===== config.mk =====
export PLATFORM = sky130hd
export DESIGN_NAME = up_counter_cu_flat
export DESIGN_NICKNAME = d
export VERILOG_FILES = /design/src/rtl/up_counter_cu_if.sv /design/src/rtl/up_counter_cu.sv /design/src/flat_wrapper.sv
export SDC_FILE = /design/constraint.sdc
export NUM_CORES = 1
export LEC_CHECK = 0
export BUFFER_PORTS_ARGS = -buffer_cell sky130_fd_sc_hd__buf_2
export CORE_MARGIN = 2
export CORE_UTILIZATION = 48
export CTS_BUF_LIST = sky130_fd_sc_hd__clkbuf_8
export DETAILED_ROUTE_END_ITERATION = 10
export GPL_ROUTABILITY_DRIVEN = 0
export PLACE_DENSITY = 0.66
export SLEW_MARGIN = 10
export SYNTH_ARGS = -nofsm -noshare
export SYNTH_HDL_FRONTEND = slang
export SYNTH_SLANG_ARGS = --single-unit

===== constraint.sdc =====
create_clock -name clk -period 2.2 [get_ports clk]
set_clock_uncertainty 0.2 [all_clocks]
set_input_delay 0.33 -clock clk [delete_from_list [all_inputs] [get_ports clk]]
set_output_delay 0.33 -clock clk [all_outputs]
set_load 0.02 [all_outputs]

===== src/rtl/up_counter_cu_if.sv =====
// Button/control bundle between the board-side stimulus and the counter control unit.
// master drives the raw buttons and observes the counter controls; slave is the control unit.
interface up_counter_cu_if;
   logic       btn_runstop;
   logic       btn_clear;
   logic       btn_mode;
   logic       o_run;
   logic       o_clear;
   logic       o_updown;
   logic [1:0] o_state;

   modport master (
      output btn_runstop,
      output btn_clear,
      output btn_mode,
      input  o_run,
      input  o_clear,
      input  o_updown,
      input  o_state
   );

   modport slave (
      input  btn_runstop,
      input  btn_clear,
      input  btn_mode,
      output o_run,
      output o_clear,
      output o_updown,
      output o_state
   );
endinterface


===== src/rtl/up_counter_cu.sv =====
// Control unit for the up/down counter: three raw pushbuttons are synchronized,
// debounced and edge-detected, then a STOP/RUN/CLEAR Moore FSM turns the presses
// into the counter's run level, one-cycle clear strobe and direction level.
module up_counter_cu #(
   parameter int DB_CYCLES = 1_000_000
) (
   input  logic            clk,
   input  logic            reset,
   up_counter_cu_if.slave  bus
);

   // A counter width of at least one bit keeps the smallest legal DB_CYCLES well formed.
   localparam int               CNT_W    = (DB_CYCLES > 1) ? $clog2(DB_CYCLES) : 1;
   localparam logic [CNT_W-1:0] CNT_LAST = CNT_W'(DB_CYCLES - 1);
   localparam logic [CNT_W-1:0] CNT_ZERO = {CNT_W{1'b0}};
   localparam logic [CNT_W-1:0] CNT_ONE  = {{(CNT_W-1){1'b0}}, 1'b1};

   // Bit positions of the three buttons in the per-button vectors.
   localparam int NBTN     = 3;
   localparam int IDX_RUN  = 0;
   localparam int IDX_CLR  = 1;
   localparam int IDX_MODE = 2;

   typedef enum logic [1:0] {
      ST_STOP  = 2'b00,
      ST_RUN   = 2'b01,
      ST_CLEAR = 2'b10
   } state_t;

   logic [NBTN-1:0]  btn_s;
   logic [NBTN-1:0]  sync1_q;
   logic [NBTN-1:0]  sync2_q;
   logic [NBTN-1:0]  stable_q;
   logic [NBTN-1:0]  stable_d;
   logic [NBTN-1:0]  stable_dly_q;
   logic [NBTN-1:0]  press_s;
   logic [CNT_W-1:0] cnt_q [NBTN];
   logic [CNT_W-1:0] cnt_d [NBTN];
   state_t           state_q;
   logic             updown_q;

   assign btn_s = {bus.btn_mode, bus.btn_clear, bus.btn_runstop};

   // Two-flop synchronizer bringing the asynchronous buttons into the clk domain.
   always_ff @(posedge clk or negedge reset) begin
      if (!reset) begin
         sync1_q <= 3'b000;
         sync2_q <= 3'b000;
      end else begin
         sync1_q <= btn_s;
         sync2_q <= sync1_q;
      end
   end

   // Debounce next state: a new level is accepted only after it has held for DB_CYCLES
   // consecutive samples; any return to the accepted level restarts the count.
   always_comb begin
      stable_d = stable_q;
      for (int i = 0; i < NBTN; i++) begin
         cnt_d[i] = cnt_q[i];
         if (sync2_q[i] == stable_q[i]) begin
            cnt_d[i] = CNT_ZERO;
         end else if (cnt_q[i] == CNT_LAST) begin
            stable_d[i] = sync2_q[i];
            cnt_d[i]    = CNT_ZERO;
         end else begin
            cnt_d[i] = cnt_q[i] + CNT_ONE;
         end
      end
   end

   // Debounce state registers: per-button hold counter and accepted level.
   always_ff @(posedge clk or negedge reset) begin
      if (!reset) begin
         stable_q <= 3'b000;
         for (int i = 0; i < NBTN; i++) begin
            cnt_q[i] <= CNT_ZERO;
         end
      end else begin
         stable_q <= stable_d;
         for (int i = 0; i < NBTN; i++) begin
            cnt_q[i] <= cnt_d[i];
         end
      end
   end

   // Delayed copy of the accepted level for rising-edge detection.
   always_ff @(posedge clk or negedge reset) begin
      if (!reset) begin
         stable_dly_q <= 3'b000;
      end else begin
         stable_dly_q <= stable_q;
      end
   end

   // One-cycle press event on each debounced 0->1 transition; releases are silent.
   assign press_s = stable_q & ~stable_dly_q;

   // Control FSM plus direction register. Clear has priority over run/stop in STOP,
   // mode only toggles direction while stopped, and CLEAR always lasts one cycle.
   always_ff @(posedge clk or negedge reset) begin
      if (!reset) begin
         state_q  <= ST_STOP;
         updown_q <= 1'b0;
      end else begin
         case (state_q)
            ST_STOP: begin
               if (press_s[IDX_CLR]) begin
                  state_q <= ST_CLEAR;
               end else if (press_s[IDX_RUN]) begin
                  state_q <= ST_RUN;
               end else begin
                  state_q <= ST_STOP;
               end
               if (press_s[IDX_MODE]) begin
                  updown_q <= ~updown_q;
               end else begin
                  updown_q <= updown_q;
               end
            end
            ST_RUN: begin
               if (press_s[IDX_RUN]) begin
                  state_q <= ST_STOP;
               end else begin
                  state_q <= ST_RUN;
               end
               updown_q <= updown_q;
            end
            ST_CLEAR: begin
               state_q  <= ST_STOP;
               updown_q <= updown_q;
            end
            default: begin
               state_q  <= ST_STOP;
               updown_q <= updown_q;
            end
         endcase
      end
   end

   // Outputs are decoded purely from registered state so they cannot glitch on button activity.
   assign bus.o_run    = (state_q == ST_RUN);
   assign bus.o_clear  = (state_q == ST_CLEAR);
   assign bus.o_updown = updown_q;
   assign bus.o_state  = state_q;

endmodule

===== src/flat_wrapper.sv =====
// flat-port wrapper written by rule: the top's interface ports become plain ports
module up_counter_cu_flat 
#(
   parameter int DB_CYCLES = 1_000_000
)
  (clk, reset, bus_btn_runstop, bus_btn_clear, bus_btn_mode, bus_o_run, bus_o_clear, bus_o_updown, bus_o_state);
  up_counter_cu_if bus_i ();
  input  logic clk;
  input  logic reset;
  input wire logic [$bits(bus_i.btn_runstop)-1:0] bus_btn_runstop;
  input wire logic [$bits(bus_i.btn_clear)-1:0] bus_btn_clear;
  input wire logic [$bits(bus_i.btn_mode)-1:0] bus_btn_mode;
  output wire logic [$bits(bus_i.o_run)-1:0] bus_o_run;
  output wire logic [$bits(bus_i.o_clear)-1:0] bus_o_clear;
  output wire logic [$bits(bus_i.o_updown)-1:0] bus_o_updown;
  output wire logic [$bits(bus_i.o_state)-1:0] bus_o_state;
  assign bus_i.btn_runstop = bus_btn_runstop;
  assign bus_i.btn_clear = bus_btn_clear;
  assign bus_i.btn_mode = bus_btn_mode;
  assign bus_o_run = bus_i.o_run;
  assign bus_o_clear = bus_i.o_clear;
  assign bus_o_updown = bus_i.o_updown;
  assign bus_o_state = bus_i.o_state;
  up_counter_cu #(.DB_CYCLES(DB_CYCLES)) u_core (.clk(clk), .reset(reset), .bus(bus_i));
endmodule

==> impl_results.md, run 1 <==
* Status: completed
* Post-synth top cells: dfrtp_1, nor2_1, xnor2_1, nand3_1, nand2_1
* Final worst slack at 38.0 ps
* Data arrival, critical path at 2190 ps
* Die X at 89.4 um
* Total routed wirelength at 6460 um
* Seq/Total Area, Yosys at 0.536
* Worst path slowest cell: or4_4
* VDD IR max at between 0.3 and 0.4 mV
* PD cells at 684 nW/um^2
* Via/cell ratio at approximately 5.2
* Clock Latency Late Sink at 350 ps
* Ys flop type: dfrtp_1
* Post-synthesis cell area at ~3500 um^2
* GRT Total Usage at 0.188
* Req. time, crit path at ~2200 ps
* Die Y at just under 90 um
* Final setup viols at 0
* Max transition margin at 0.675
* Clk sink count at 75
* Area growth, synth to finish at 20.5%
* Core area at 7180 um^2
* Starting density of the core at 0.488
* Number of routed nets with antenna violations at 0
* Drt first pass iters at 4
* Synthesized instance count at 346
* Final hold violation count at 0
* H-tree levels at 3
* Count of cell types in the netlist at 36
* Measured slew at the worst slew-check pin at 488 ps
* Number of synthesized flops with an enable pin at 0
* Syn avg cell area at 10.1 um^2
* Max cap viols at 0
* HP Class: reg -> reg
* Fill cells at 626
* Via count at 2,613
* Synthesized net count at 354
* Yosys Warn Count at 0
* Ranking of synthesized cells by area: dfrtp_1, xnor2_1, nor2_1
* #FFs+latches synth at 75
* Critical setup path kind: reg -> reg
* DRC at 0
* Critical Path Source Type: flop
* Initial antenna violation count at 0
* CTS tree: built
* Total congestion overflow at 0
* RSZ-0062 raised after global routing: yes
* Most common cell in the synthesized netlist: dfrtp_1
* Pre-CTS setup slack at 34.9 ps
* Largest net degree at the start of global routing at 40
* Ant diodes at 0
* Vias in the first global route at 2,610
* Hpwl dp at around 4400 um
* Final Non-Filler Cells at roughly 500
* First-pass GRT wire length at 11,600 um
* Final period util at 0.983
* Final Power at around 0.0029 W
* Clock-pin transition on the worst setup and hold timing paths at approximately 80 ps
* Synth top area share at 0.536
* Max clock buf depth at 2
* Slew Limit Fails at 0
* Share of layout cells above drive strength 1 at 0.173
* # nets final at 402
* P_leak at 1.77 nW
* Post-CTS Repair Setup Buffers at 0
* Starting DRC count in detailed routing at 190
* Placed cells at 478
* Area leader, netlist: dfrtp_1
* Fmax at around 460 MHz
* Placement Rows at 31
* Port buffer count at 9
* CTS root buffer: clkbuf_8
* Hold_ws at approximately 160 ps
* CP endpoint kind: flop
* I/O pin count at 10
* Clock buffer count from CTS at 9
* Post-layout min period at about 2200 ps
* Ys async rst share at 1.00
* Die ar. at 7990 um^2
* Delay of the slowest critical-path stage at 530 ps
* Critical path peak fanout at 2
* Cells along the critical path: or4_1 -> or4_4 -> nor2_4 -> mux2_4
* Avg WL per Cell at roughly 13 um
[worst max-delay path: cells and delay by family (launching register included)]
| kind | cells | cell delay [ps] |
|---|---|---|
| DFF | 1 | 380 |
| muxes | 1 | 300 |
| and+or+nand+nor | 3 | 1170 |
[cells by family (layout without fill, tap and decap cells)]
group	after synthesis	after routing	synth area share
simple gates	172	172	0.256
compound gates	28	28	0.0486
fa+ha+maj	3	3	0.0107
flops	75	75	0.536
mux	5	5	0.0154
xor+xnor	45	45	0.113
buf+inv	18	71	0.0207
[metal layers]
layer	wire (um)	vias to the layer above	share of wire	track usage
met5	0	-	0	0
met4	91	0	0.014	0.0678
met3	248	8	0.038	0.0628
met2	3070	37	0.48	0.300
met1	3050	1252	0.47	0.239
li1	-	1316	-	-
[timing repair]
item / CTS / global route
endpoints found under the hold margin: 78 / 0
endpoints found under the setup margin: 0 / 7
gates resized for setup: 0 / 3
hold buffers: 4 / 0
[report_power, final]
part | total [W] | internal (W) | switching, W | leakage, nW
sequential | 0.00141 | 0.00140 | 0.0000150 | 1.03
combinational | 0.0000941 | 0.0000345 | 0.0000596 | 0.616
clock | 0.00138 | 0.000868 | 0.000511 | 0.131
[registers in the layout, summed over array words and instances (netlist names)]
| name | cells |
|---|---|
| u_core.bus.o_updown | 1 |
| u_core.cnt_q | 60 |
| u_core.sync1_q | 3 |
| u_core.bus.o_state | 2 |
| u_core.stable_q | 3 |
| u_core.stable_dly_q | 3 |
| u_core.sync2_q | 3 |
[cells in the final DEF, fill, tap and decap left out, types with 2 or more instances in the layout]
cell type	n
dlygate4sd3_1	4
nand4b_1	2
bufinv_16	4
xor2_1	12
ha_1	2
o31ai_1	4
or4_1	5
mux2i_1	2
a21oi_1	12
and3_1	9
nor2b_1	3
nand2_1	17
buf_2	8
xnor2_1	33
o31ai_2	2
nand3_1	19
dfrtp_1	75
mux2_2	2
clkbuf_8	9
nor3_1	15
buf_4	31
or3_1	4
nor4b_1	3
nand4_1	15
nor4_1	12
inv_1	12
or4_4	2
o21ai_0	8
nor2_1	57
[area by class of cell]
type	instances	area (um^2)	share of cell area
multi-input cells	253	1580	0.374
flip-flops and latches	75	1880	0.445
well taps	99	124	0.0294
inverters	11	41.3	0.00979
clock buffers	9	124	0.0294
repair buffers	44	333	0.0789
clock inverters	7	140	0.0332
[worst paths after layout]
kind | start | endpoint | slack (ps) | cells past startpoint
worst max-delay path | u_core.cnt_q[53] | u_core.stable_q[0] | 40 | 4
max in group asynchronous | reset | u_core.cnt_q[58] | 1070 | 3
worst min-delay path | u_core.sync1_q[1] | u_core.sync2_q[1] | 160 | 0
worst max register to register | u_core.cnt_q[53] | u_core.stable_q[0] | 40 | 4
min in group asynchronous | reset | u_core.stable_dly_q[1] | 360 | 3
worst min register to register | u_core.sync1_q[1] | u_core.sync2_q[1] | 160 | 0
[per-stage QoR]
stage / TNS, ps / area, um^2 / utilization
final: 0 / 4220 / 0.588
after global routing: -17.0 / 4220 / 0.588
after CTS: 0 / 4210 / 0.586
after detailed placement: 0 / 3900 / 0.544
after global placement: 0 / 3900 / 0.544
after floorplan: 0 / 3510 / -
No activity file was read; power rests on OpenSTA's default activity.
==> inputs of run 2 (changes only) <==
--- a/config.mk
+++ b/config.mk
@@ -11,7 +11,7 @@
 export CTS_BUF_LIST = sky130_fd_sc_hd__clkbuf_8
 export DETAILED_ROUTE_END_ITERATION = 10
 export GPL_ROUTABILITY_DRIVEN = 0
-export PLACE_DENSITY = 0.66
+export PLACE_DENSITY_LB_ADDON = 0.05
 export SLEW_MARGIN = 10
 export SYNTH_ARGS = -nofsm -noshare
 export SYNTH_HDL_FRONTEND = slang
==> run 2 against run 1 <==
Against the previous run:
- fmax down 0.51%
- core utilization down 0.68 points
- sequential cell count unchanged
- sequential share of layout area up 0.52 points
- via count down 1.9%
- register-to-register slack about the same
- die area unchanged
- critical path depth unchanged
- power down 11%
- largest cell class unchanged
- highest routed layer unchanged
==> impl_results.md, run 2 (synthesized netlist as in run 1, its figures left out) <==
* R2R Path Start: u_core.cnt_q[48]
* RSZ-0062 raised after global routing: yes
* Number of routed nets with antenna violations at 0 (unchanged)
* Hpwl dp at 4380 um (-1.4%)
* Max cap viols at 0 (unchanged)
* Clock buffer count from CTS at 9 (unchanged)
* Critical setup path kind: reg -> reg
* Hold_sp: u_core.sync1_q[1]
* Status: completed
* CTS root buffer: clkbuf_8
* Placement Rows at 31 (unchanged)
* Clock-pin transition on the worst setup and hold timing paths at 80 ps (about the same)
* Final setup viols at 0 (unchanged)
* Post-CTS Repair Setup Buffers at 0 (unchanged)
* Critical Path Source Type: flop
* Final hold violation count at 0 (unchanged)
* Port buffer count at 9 (unchanged)
* Fill cells at 624 (-0.32%)
* P_leak at 1.74 nW (-1.7%)
* Crit path buf inv count at 0 (unchanged)
* Share of layout cells above drive strength 1 at 0.173 (unchanged)
* Die X at 89.4 um (unchanged)
* Max reg flops at 60 (unchanged)
* Die ar. at 7990 um^2 (unchanged)
* Crit. Startpoint: u_core.cnt_q[48]
* CP endpoint kind: flop
* Delay of the slowest critical-path stage at 530 ps (about the same)
* Area growth, synth to finish at 19.1%
* Post-layout min period at 2170 ps (+11.1 ps)
* Ant diodes at 0 (unchanged)
* # nets final at 402 (unchanged)
* Critical path peak fanout at 2 (unchanged)
* Total congestion overflow at 0 (unchanged)
* Vias in the first global route at 2,490 (-4.6%)
* Largest net degree at the start of global routing at 76 (+90%)
* Slew Limit Fails at 0 (unchanged)
* Total routed wirelength at 6500 um (+0.67%)
* Core area at 7180 um^2 (unchanged)
* H-tree levels at 3 (unchanged)
* Req. time, crit path at 2230 ps (about the same)
* Avg WL per Cell at 13.1 um (+0.67%)
* Max transition margin at 0.691 (+0.0156)
* CTS tree: built
* First-pass GRT wire length at 11,500 um (-0.72%)
* Worst path slowest cell: or4_4
* Fmax at 460 MHz (-0.51%)
* Most common cell after layout, fill and taps aside: dfrtp_1
* Die Y at 89.4 um (unchanged)
* Initial antenna violation count at 0 (unchanged)
* VDD IR max at 0.318 mV (-5.4%)
* Drt first pass iters at 4 (unchanged)
* Final period util at 0.988 (+0.00504)
* HP Class: reg -> reg
* Starting density of the core at 0.488 (unchanged)
* Via/cell ratio at 5.15 (-1.9%)
* Clk sink count at 75 (unchanged)
* Placed cell area at 3920 um^2 (+0.32%)
* Clock Latency Late Sink at 350 ps (about the same)
* Most frequent cells in the layout: dfrtp_1, nor2_1, xnor2_1
* Max clock buf depth at 2 (unchanged)
* DRC at 0 (unchanged)
* I/O pin count at 10 (unchanged)
* Most flops, register: u_core.cnt_q
* Data arrival, critical path at 2200 ps (about the same)
* GRT Total Usage at 0.187 (-0.000934)
* Worst path top cell family by delay: simple AND/OR/NAND/NOR gates
* Fin area at 4170 um^2 (-1.2%)
* Starting DRC count in detailed routing at 108 (-43%)
* Measured slew at the worst slew-check pin at 461 ps (-26.9 ps)
* Cells along the critical path: or4_1 -> or4_4 -> nor2_4 -> mux2_4
* PD cells at 617 nW/um^2 (-9.8%)
* Via count at 2,563 (-1.9%)
* Hold_ws at 155 ps (-2.46 ps)
run 2: cell count changes in the layout (fill, tap and decap cells not counted), sizes merged:
cell,previous run,this run
clkinvlp,1,3
clkbuf,9,10
bufinv,4,1
run 2: worst paths after layout:
check                                               to  slack [ps]  depth (start not counted)
max in group asynchronous              u_core.cnt_q[1]        1150                          3
worst max register to register      u_core.stable_q[0]          30                          4
worst max-delay path                u_core.stable_q[0]          30                          4
min in group asynchronous       u_core.stable_dly_q[2]         330                          3
worst min register to register       u_core.sync2_q[1]         160                          0
worst min-delay path                 u_core.sync2_q[1]         160                          0
run 2: power by group:
group	internal (W)	leakage, nW	switching [W]	total, W
Sequential	0.00140	1.03	0.0000156	0.00141
Clock	0.000554	0.0963	0.000511	0.00107
Combinational	0.0000353	0.621	0.0000595	0.0000948
Total	0.00199	1.74	0.000586	0.00257
run 2: final cells by class:
class / count / area [um^2] / area share
Multi-Input combinational cell: 253 / 1580 / 0.379
Timing Repair Buffer: 44 / 345 / 0.0828
Sequential cell: 75 / 1880 / 0.450
Clock inverter: 6 / 65.1 / 0.0156
Inverter: 11 / 41.3 / 0.00990
Clock buffer: 10 / 138 / 0.0330
Tap cell: 99 / 124 / 0.0297
run 2: timing repair:
action	in CTS	in global routing
endpoints found under the setup margin	0	2
endpoints found under the hold margin	78	0
gates resized for setup	0	3
hold buffers	4	0
run 2: routing by layer:
| layer | global-route usage | up-vias | part of all wire |
|---|---|---|---|
| met3 | 0.0499 | 11 | 0.024 |
| li1 | - | 1314 | - |
| met5 | 0 | - | 0 |
| met1 | 0.244 | 1220 | 0.48 |
| met2 | 0.303 | 18 | 0.48 |
| met4 | 0.0611 | 0 | 0.014 |
run 2: stage by stage:
stage / std cells / TNS [ps] / util / worst slack, ps / power [W]
final: 498 / 0 / 0.581 / 26.9 / 0.00257
after global placement: 478 / 0 / 0.546 / 39.7 / 0.00153
after global routing: 498 / -22.5 / 0.581 / -13.1 / 0.00271
after CTS: 498 / 0 / 0.580 / 11.2 / 0.00262
after detailed placement: 478 / 0 / 0.546 / 33.6 / 0.00153
after floorplan: 346 / 0 / - / 28.4 / 0.00148
run 2: worst reg2reg max path, stage by stage (launching register included):
cell     delay [ps]
dfrtp_1         390
or4_1           520
or4_4           530
nor2_4          120
mux2_4          300
==> inputs of run 3 (changes only) <==
==> constraint.sdc (replaced) <==
create_clock -name clk -period 2.7 [get_ports clk]
set_clock_uncertainty 0.2 [all_clocks]
set_input_delay 0.405 -clock clk [delete_from_list [all_inputs] [get_ports clk]]
set_output_delay 0.405 -clock clk [all_outputs]
set_load 0.02 [all_outputs]
==> run 3 against run 2 <==
Against the previous run:
- non-clock buffer count fell by 22
- critical path depth unchanged
- sequential cell count stayed put
- sequential share of layout area up 2.1 points
- worst hold slack got worse by 5.5 ps
- clock power fell by 12%
- critical path type unchanged
- critical endpoint is now u_core.cnt_q[50]
==> impl_results.md, run 3 (synthesized netlist as in run 1, its figures left out) <==
* Status: completed
* Number of routed nets with antenna violations at 0 (unchanged)
* Placement Rows at 31 (unchanged)
* Die Y at 89.4 um (unchanged)
* Drt first pass iters at 4 (unchanged)
* Total congestion overflow at 0 (unchanged)
* Measured slew at the worst slew-check pin at 602 ps (+141 ps)
* DRC at 0 (unchanged)
* Setup TNS at 0 ps (unchanged)
* I/O pin count at 10 (unchanged)
* Total routed wirelength at 6430 um (-1.2%)
* Via/cell ratio at 5.25 (+2.0%)
* Vias in the first global route at 2,448 (-1.7%)
* Max cap viols at 0 (unchanged)
* Critical path peak fanout at 18 (+16)
* Final setup viols at 0 (unchanged)
* VDD IR max at 0.272 mV (-15%)
* Max reg flops at 60 (unchanged)
* Delay of the slowest critical-path stage at 540 ps (about the same)
* Final period util at 0.881 (-0.107)
* Core area at 7180 um^2 (unchanged)
* Sequential share of power at 0.531 (-0.018)
* P_leak at 1.64 nW (-5.9%)
* CTS root buffer: clkbuf_8
* P_int at 0.00172 W (-13%)
* Placed cell area at 3730 um^2 (-4.7%)
* Critical Path Source Type: flop
* Crit. Startpoint: u_core.cnt_q[52]
* Cells along the critical path: or4_1 -> or4_4 -> o21ai_4 -> nor2_1
* Clk sink count at 75 (unchanged)
* Most frequent cells in the layout: dfrtp_1, nor2_1, xnor2_1
* Clock-pin transition on the worst setup and hold timing paths at 70 ps (about the same)
* Placed cells at 456 (-4.6%)
* Clk pwr share at 0.435 (+0.021)
* Fill cells at 648 (+3.8%)
* Worst R2R Setup Slack at 320 ps (+290 ps)
* R2R Path Start: u_core.cnt_q[52]
* Fmax at 420 MHz (-8.7%)
* Req. time, crit path at 2710 ps (+480 ps)
* Net Sw Power at 0.000446 W (-24%)
* CP Capture Point: u_core.cnt_q[50]
* Hold_ws at 150 ps (-5.49 ps)
* Combinational fraction of design power at 0.034 (-0.003)
* Critical setup path kind: reg -> reg
* GRT Total Usage at 0.183 (-0.00437)
* Initial antenna violation count at 0 (unchanged)
* PD cells at 544 nW/um^2 (-12%)
* Ant diodes at 0 (unchanged)
* # nets final at 380 (-5.5%)
* Area growth, synth to finish at 13.9%
* Worst path slowest cell: or4_1
* Clock buffer count from CTS at 9 (unchanged)
* Max clock buf depth at 2 (unchanged)
* Avg WL per Cell at 13.6 um (+3.8%)
* Fin area at 3990 um^2 (-4.4%)
* Max transition margin at 0.595 (-0.0953)
* Starting DRC count in detailed routing at 57 (-47%)
* Hpwl dp at 4330 um (-1.2%)
* Die X at 89.4 um (unchanged)
* Share of layout cells above drive strength 1 at 0.112 (-0.0609)
* Switch share at 0.206 (-0.0222)
* First-pass GRT wire length at 11,200 um (-2.5%)
* CP endpoint kind: flop
* Starting density of the core at 0.488 (unchanged)
* RSZ-0062 raised after global routing: no
* Data arrival, critical path at 2390 ps (+190 ps)
* R2R depth at 4 (unchanged)
* Post-CTS sizing at 0 (unchanged)
* Post-layout min period at 2380 ps (+206 ps)
* H-tree levels at 3 (unchanged)
* Port buffer count at 9 (unchanged)
* Most common cell after layout, fill and taps aside: dfrtp_1
* R2R Path End: u_core.cnt_q[50]
* Largest net degree at the start of global routing at 43 (-43%)
* Final hold violation count at 0 (unchanged)
* Clock Latency Late Sink at 340 ps (about the same)
* Most flops, register: u_core.cnt_q
* Die ar. at 7990 um^2 (unchanged)
* HP Class: reg -> reg
* Slew Limit Fails at 0 (unchanged)
* Via count at 2,488 (-2.9%)
* CTS tree: built
* Final Non-Filler Cells at 474 (-4.8%)
run 3: cell types whose count changed in the layout (fill, tap and decap cells not counted), sizes merged:
cell,delta
buf,-22
clkbuf,+1
bufinv,+1
clkinvlp,-3
inv,-1
run 3: repair_timing:
item	CTS	global route
endpoints found under the hold margin	44	0
hold buffers	4	0
buffers inserted	0	0
run 3: how the worst min path moves through the flow:
stage,start,end,slack [ps],cells after the start
after floorplan,reset,u_core.bus.o_state[0],-90,0
after global placement,u_core.sync1_q[1],u_core.sync2_q[1],130,0
after detailed placement,u_core.sync1_q[1],u_core.sync2_q[1],130,0
after CTS,u_core.sync1_q[1],u_core.sync2_q[1],150,0
after global routing,u_core.sync1_q[2],u_core.sync2_q[2],160,0
final,u_core.sync1_q[1],u_core.sync2_q[1],150,0
run 3: critical path, delay by kind of cell (launching register included):
kind            cells  cell delay, ps
flops               1             430
simple gates        3            1170
compound gates      1             450
run 3: through the flow:
step	power, W	util	setup slack (ps)
finish	0.00217	0.556	321
floorplan	0.00120	-	422
detailed placement	0.00125	0.520	326
global placement	0.00124	0.520	363
CTS	0.00221	0.556	309
global route	0.00226	0.556	199
run 3: routing by layer:
metal | routed length [um] | up-vias | part of all wire | GRT usage
li1 | - | 1262 | - | -
met1 | 3310 | 1186 | 0.51 | 0.251
met2 | 2790 | 32 | 0.43 | 0.273
met3 | 245 | 8 | 0.038 | 0.0499
met4 | 82 | 0 | 0.013 | 0.0760
met5 | 0 | - | 0 | 0
run 3: layout make-up:
| class | count | area [um^2] | area share |
|---|---|---|---|
| sequential | 75 | 1880 | 0.471 |
| multi-input combinational | 253 | 1560 | 0.392 |
| timing repair buffer | 22 | 168 | 0.0421 |
| clock buffer | 11 | 151 | 0.0380 |
| tap | 99 | 124 | 0.0311 |
| clock inverter | 3 | 63.8 | 0.0160 |
| inverter | 11 | 41.3 | 0.0104 |
run 3: power groups by stage:
| stage | clock [W] | combinational (W) | sequential [W] |
|---|---|---|---|
| finish | 0.000943 | 0.0000738 | 0.00115 |
| global route | 0.00102 | 0.0000881 | 0.00115 |
| CTS | 0.000984 | 0.0000776 | 0.00115 |
| detailed placement | 0 | 0.0000729 | 0.00117 |
| global placement | 0 | 0.0000709 | 0.00117 |
| floorplan | 0 | 0.0000322 | 0.00117 |
